[config.mk]
export PLATFORM = sky130hd
export DESIGN_NAME = gb_memmap_banked
export DESIGN_NICKNAME = d
export VERILOG_FILES = /design/src/rtl/gb_memmap_banked.sv
export SDC_FILE = /design/constraint.sdc
export NUM_CORES = 1
export LEC_CHECK = 0
export BUFFER_PORTS_ARGS = -buffer_cell sky130_fd_sc_hd__clkbuf_2
export CORE_ASPECT_RATIO = 1.2
export CORE_MARGIN = 1
export CORE_UTILIZATION = 30
export CTS_CLUSTER_DIAMETER = 120
export DETAILED_ROUTE_END_ITERATION = 8
export PLACE_DENSITY = 0.74
export SYNTH_ARGS = -nofsm -noshare
export SYNTH_HDL_FRONTEND = slang
export SYNTH_SLANG_ARGS = --single-unit
[constraint.sdc]
create_clock -name clk -period 3.6 [get_ports clk]
set_clock_uncertainty 0.05 [all_clocks]
set_input_delay 0.18 -clock clk [delete_from_list [all_inputs] [get_ports clk]]
set_output_delay 0.18 -clock clk [all_outputs]
set_load 0.01 [all_outputs]
[src/rtl/gb_memmap_banked.sv]
// CPU address decoder with boot-ROM latch, VRAM bank and WRAM bank registers.
// Fences the cartridge/VRAM/WRAM/OAM/boot regions while OAM DMA owns the bus.
module gb_memmap_banked #(
   parameter int CGB         = 0,
   parameter int WRAM_BANKS  = 2,
   parameter int VRAM_BANKS  = 1,
   parameter int BOOT_ENABLE = 1
) (
   input  logic        clk,
   input  logic        reset,
   input  logic [15:0] adr,
   input  logic        rd,
   input  logic        wr,
   input  logic [7:0]  din,
   output logic [7:0]  dout,
   output logic        dout_en,
   input  logic        dma_active,
   output logic        sel_bootrom,
   output logic        sel_cartridge,
   output logic        sel_vram,
   output logic        sel_ram,
   output logic        sel_oam,
   output logic        sel_hram,
   output logic        sel_io,
   output logic        vram_bank,
   output logic [2:0]  ram_bank,
   output logic        bus_conflict
);

   localparam bit IS_CGB     = (CGB == 1);
   localparam bit HAS_WBANK  = (WRAM_BANKS == 8);
   localparam bit HAS_VBANK  = (VRAM_BANKS == 2);
   localparam bit BOOT_RESET = (BOOT_ENABLE == 0);

   if (CGB != 0 && CGB != 1) begin : g_bad_cgb
      $error("gb_memmap_banked: CGB must be 0 or 1");
   end
   if (WRAM_BANKS != 2 && WRAM_BANKS != 8) begin : g_bad_wram
      $error("gb_memmap_banked: WRAM_BANKS must be 2 or 8");
   end
   if (VRAM_BANKS != 1 && VRAM_BANKS != 2) begin : g_bad_vram
      $error("gb_memmap_banked: VRAM_BANKS must be 1 or 2");
   end
   if (CGB == 0 && (WRAM_BANKS == 8 || VRAM_BANKS == 2)) begin : g_bad_dmg
      $error("gb_memmap_banked: banked WRAM/VRAM requires CGB=1");
   end
   if (BOOT_ENABLE != 0 && BOOT_ENABLE != 1) begin : g_bad_boot
      $error("gb_memmap_banked: BOOT_ENABLE must be 0 or 1");
   end

   typedef enum logic [3:0] {
      RGN_NONE,
      RGN_BOOT,
      RGN_CART,
      RGN_VRAM,
      RGN_RAM,
      RGN_OAM,
      RGN_HRAM,
      RGN_IO,
      RGN_BOOTOFF,
      RGN_VBK,
      RGN_SVBK
   } region_t;

   region_t    region;
   logic       boot_done;
   logic       vbk;
   logic [2:0] svbk;
   logic       in_boot;
   logic       fenced;
   logic       unused_din;

   assign unused_din = ^din[7:3];

   // Mapping registers; a write is seen by decode only from the next cycle.
   always_ff @(posedge clk) begin
      if (!reset) begin
         boot_done <= BOOT_RESET;
         vbk       <= 1'b0;
         svbk      <= 3'd0;
      end else if (wr) begin
         if (region == RGN_BOOTOFF && din[0]) begin
            boot_done <= 1'b1;
         end
         if (region == RGN_VBK && HAS_VBANK) begin
            vbk <= din[0];
         end
         if (region == RGN_SVBK && HAS_WBANK) begin
            svbk <= din[2:0];
         end
      end
   end

   always_comb begin
      in_boot = !boot_done &&
                ((adr[15:8] == 8'h00) ||
                 (IS_CGB && adr >= 16'h0200 && adr <= 16'h08FF));
   end

   always_comb begin
      region = RGN_NONE;
      if (adr <= 16'h7FFF) begin
         region = in_boot ? RGN_BOOT : RGN_CART;
      end else if (adr <= 16'h9FFF) begin
         region = RGN_VRAM;
      end else if (adr <= 16'hBFFF) begin
         region = RGN_CART;
      end else if (adr <= 16'hFDFF) begin
         region = RGN_RAM;
      end else if (adr <= 16'hFE9F) begin
         region = RGN_OAM;
      end else if (adr <= 16'hFEFF) begin
         region = RGN_NONE;
      end else if (adr == 16'hFF50) begin
         region = RGN_BOOTOFF;
      end else if (IS_CGB && adr == 16'hFF4F) begin
         region = RGN_VBK;
      end else if (IS_CGB && adr == 16'hFF70) begin
         region = RGN_SVBK;
      end else if (adr >= 16'hFF80 && adr <= 16'hFFFE) begin
         region = RGN_HRAM;
      end else begin
         region = RGN_IO;
      end
   end

   always_comb begin
      fenced = (region == RGN_BOOT) || (region == RGN_CART) ||
               (region == RGN_VRAM) || (region == RGN_RAM) ||
               (region == RGN_OAM);
   end

   always_comb begin
      sel_bootrom   = 1'b0;
      sel_cartridge = 1'b0;
      sel_vram      = 1'b0;
      sel_ram       = 1'b0;
      sel_oam       = 1'b0;
      sel_hram      = 1'b0;
      sel_io        = 1'b0;
      if (reset && !(dma_active && fenced)) begin
         case (region)
            RGN_BOOT: sel_bootrom   = 1'b1;
            RGN_CART: sel_cartridge = 1'b1;
            RGN_VRAM: sel_vram      = 1'b1;
            RGN_RAM:  sel_ram       = 1'b1;
            RGN_OAM:  sel_oam       = 1'b1;
            RGN_HRAM: sel_hram      = 1'b1;
            RGN_IO:   sel_io        = 1'b1;
            default: ;
         endcase
      end
   end

   always_comb begin
      bus_conflict = reset && dma_active && fenced && (rd || wr);
   end

   // A simultaneous rd+wr is treated as a write, so it never drives the read bus.
   always_comb begin
      dout_en = reset && rd && !wr &&
                ((region == RGN_VBK) || (region == RGN_SVBK));
      dout    = 8'hFF;
      if (reset) begin
         if (region == RGN_VBK) begin
            dout = {7'h7F, vbk};
         end else if (region == RGN_SVBK) begin
            dout = {5'h1F, svbk};
         end
      end
   end

   // adr[12] picks the switchable upper 4 KiB in both C000 and its E000 mirror.
   always_comb begin
      ram_bank = 3'd0;
      if (region == RGN_RAM && adr[12]) begin
         if (HAS_WBANK) begin
            ram_bank = (svbk == 3'd0) ? 3'd1 : svbk;
         end else begin
            ram_bank = 3'd1;
         end
      end
   end

   assign vram_bank = vbk;

endmodule
==> run_results.csv <==
group,metric,value,unit
worst_setup_path,cp_data_arrival_time,1570,ps
placed_design,portBuffers,30,
timing,finalSetupViolations,0,
power_and_ir_drop,seqPwrFrac,0.205,
route,post_drt_wl_per_cell,11.1,um
cts,cts_setup_buffers,0,
final_layout,area_delta_synth_final,21.1,%
logic_synthesis,yosys_warnings,0,
final_layout,n_antenna_cell,0,
floorplan,die_h,45.6,um
placed_design,gp_congestion,0.809,
power_and_ir_drop,cellLeakagePower,0.000276,uW
worst_setup_path,cp_cell_sequence,"clkbuf_2 -> nand4_1 -> nor4b_1 -> o21ai_0 -> nor4b_1 -> clkbuf_2",
route,post-route-drc-count,0,
worst_setup_path,startpoint_type,"input pin",
final_layout,reg_top3,"boot_done: 1 flops",
logic_synthesis,synth_edf_count,0,
timing,fmax,556,MHz
floorplan,die_w,38.3,um
logic_synthesis,syn_avg_cell_area,7.43,um^2
cts,holdBufCountCts,0,
floorplan,num_rows,15,
final_layout,regMostFlops,"boot_done",
final_layout,multi_input_area,384,um^2
logic_synthesis,yosysTopAreaCell,"buf_4",
grt,grt_max_degree,11,
route,postRouteAntennaNets,0,
final_layout,ff_latch_area,20.0,um^2
worst_setup_path,crit_slowest_cell,"nor4b_1",
logic_synthesis,ys_ff_latch,1,
timing,hold_violations,0,
worst_setup_path,end_kind,"output port",
logic_synthesis,synth_cells,64,
cts,worstSkewPairLatency,0,ps
power_and_ir_drop,powerDensity,95.7,nW/um^2
worst_setup_path,reg2reg_slack,2980,ps
cts,cts_resized,0,
outcome,status,"completed",
logic_synthesis,synthTopCellsByCount,"buf_4, a21oi_1, nand3_1, nor2_1",
route,viasPerCell,5.46,
timing,period_minus_slack,1800,ps
route,first_pass_iters,4,
grt,antenna_found_initial,0,
timing,finalMaxSlewViolations,0,
logic_synthesis,ys_async_sr_fraction,0,
placed_design,pre_cts_slack,1810,ps
worst_setup_path,cp_max_fo,5,
power_and_ir_drop,p_comb_frac,0.795,
logic_synthesis,ys_seq_area_frac,0.0421,
timing,hold_slack,380,ps
grt,grt_pass1_vias,451,
final_layout,fill_cells,165,
final_layout,fin_util,0.393,
flow_run,drv_cap,0,
floorplan,fp.dieArea,1750,um^2
power_and_ir_drop,p_int,28.3,uW
grt,grt_pass1_wl,1.79,mm
floorplan,start_util,0.325,
final_layout,drive_gt1_frac,0.422,
grt,grt_remaining_overflow,0,
worst_setup_path,worstSetupPathType,"in2out",
logic_synthesis,synth_cell_types,29,
logic_synthesis,netlist_top_cells_area,"buf_4, nor4_2, nor4bb_4, a21oi_1, dfxtp_1",
floorplan,io_pins,50,
route,drt_iter0_markers,11,
power_and_ir_drop,switchingPower,26.8,uW
timing,fin_ws,1800,ps
hold_path,worstHoldPathType,"in2reg",
worst_setup_path,crit_required,3370,ps
timing,fin_crit_sh,0.500,
logic_synthesis,ys.flop_type,"dfxtp_1",
logic_synthesis,synth_top_area_frac,0.205,
final_layout,final_nets,121,
timing,rsz0062_at_grt,"no",
route,wirelength,1.19,mm
power_and_ir_drop,switching_share,0.487,
cts,clkTransAtPathRegs,0,ps
logic_synthesis,yosysMostFrequentCell,"buf_4",
power_and_ir_drop,pwr-share-clk,0,
worst_setup_path,cpPeakStageDelay,360,ps
logic_synthesis,synthesis.area,475,um^2
grt,grtUsageTotal,0.132,
power_and_ir_drop,vdd_ir_drop_max,0.0467,mV
power_and_ir_drop,total_power,55.1,uW
final_layout,largest_reg_flops,1,
placed_design,hpwl,1.04,mm
route,vias,584,
timing,fin_setup_tns,0,ps
floorplan,core,1460,um^2
-- power groups by stage --
stage               sequential (uW)  clock, uW  combinational, uW
floorplan                      11.3          0               33.6
global placement               11.3          0               42.4
detailed placement             11.3          0               43.1
CTS                            11.3          0               43.3
global route                   11.3          0               48.3
finish                         11.3          0               43.8
-- worst paths after layout --
kind	from	end	cells past startpoint
worst min-delay path	reset	boot_done	2
worst max register to register	boot_done	boot_done	1
worst max-delay path	adr[13]	sel_bootrom	6
worst min register to register	boot_done	boot_done	1
-- worst max-delay path: cells and delay by family --
kind | cells | cell delay (ps)
buf+inv | 2 | 300
compound gates | 1 | 230
simple gates | 3 | 860
-- cell usage in the layout, fill, tap and decap left out --
cell type / instances
a211o_1: 1
o211ai_1: 2
nor4_2: 2
dfxtp_1: 1
o21ai_0: 3
nand4_1: 3
nand4_2: 1
nor4_1: 3
a211oi_1: 2
o22a_2: 1
nor4b_1: 2
o21a_1: 2
nor3_1: 2
or2_2: 1
conb_1: 12
o211a_1: 1
clkbuf_2: 30
o22ai_1: 1
and3_2: 2
and4_1: 1
nand3_1: 4
nor4bb_4: 1
o221ai_1: 1
nor2_1: 4
and3_1: 1
a21o_1: 1
a31o_1: 1
a21oi_1: 4
-- final cells by class --
cell class / count / share of cell area
multi-input combinational: 59 / 0.667
sequential: 1 / 0.0348
tap: 17 / 0.0370
timing repair buffer: 30 / 0.261
-- cell families after synthesis --
family / after synthesis / share of synthesized area
and+or+nand+nor: 27 / 0.418
AOI/OAI and AO/OA: 20 / 0.295
buffers and inverters: 14 / 0.229
other: 2 / 0.0158
DFF: 1 / 0.0421
-- metal layers --
layer | vias to the layer above | track usage | part of all wire | routed length [um]
li1 | 288 | - | - | -
met1 | 273 | 0.168 | 0.39 | 460
met2 | 23 | 0.261 | 0.56 | 665
met3 | 0 | 0 | 0.051 | 60
met4 | 0 | 0 | 0 | 0
met5 | - | 0 | 0 | 0
-- stage by stage --
stage	instance area, um^2	std cells
finish	576	107
global route	576	107
CTS	576	107
detailed placement	576	107
global placement	576	107
floorplan	513	74
Power figures use the tool's default switching activity.
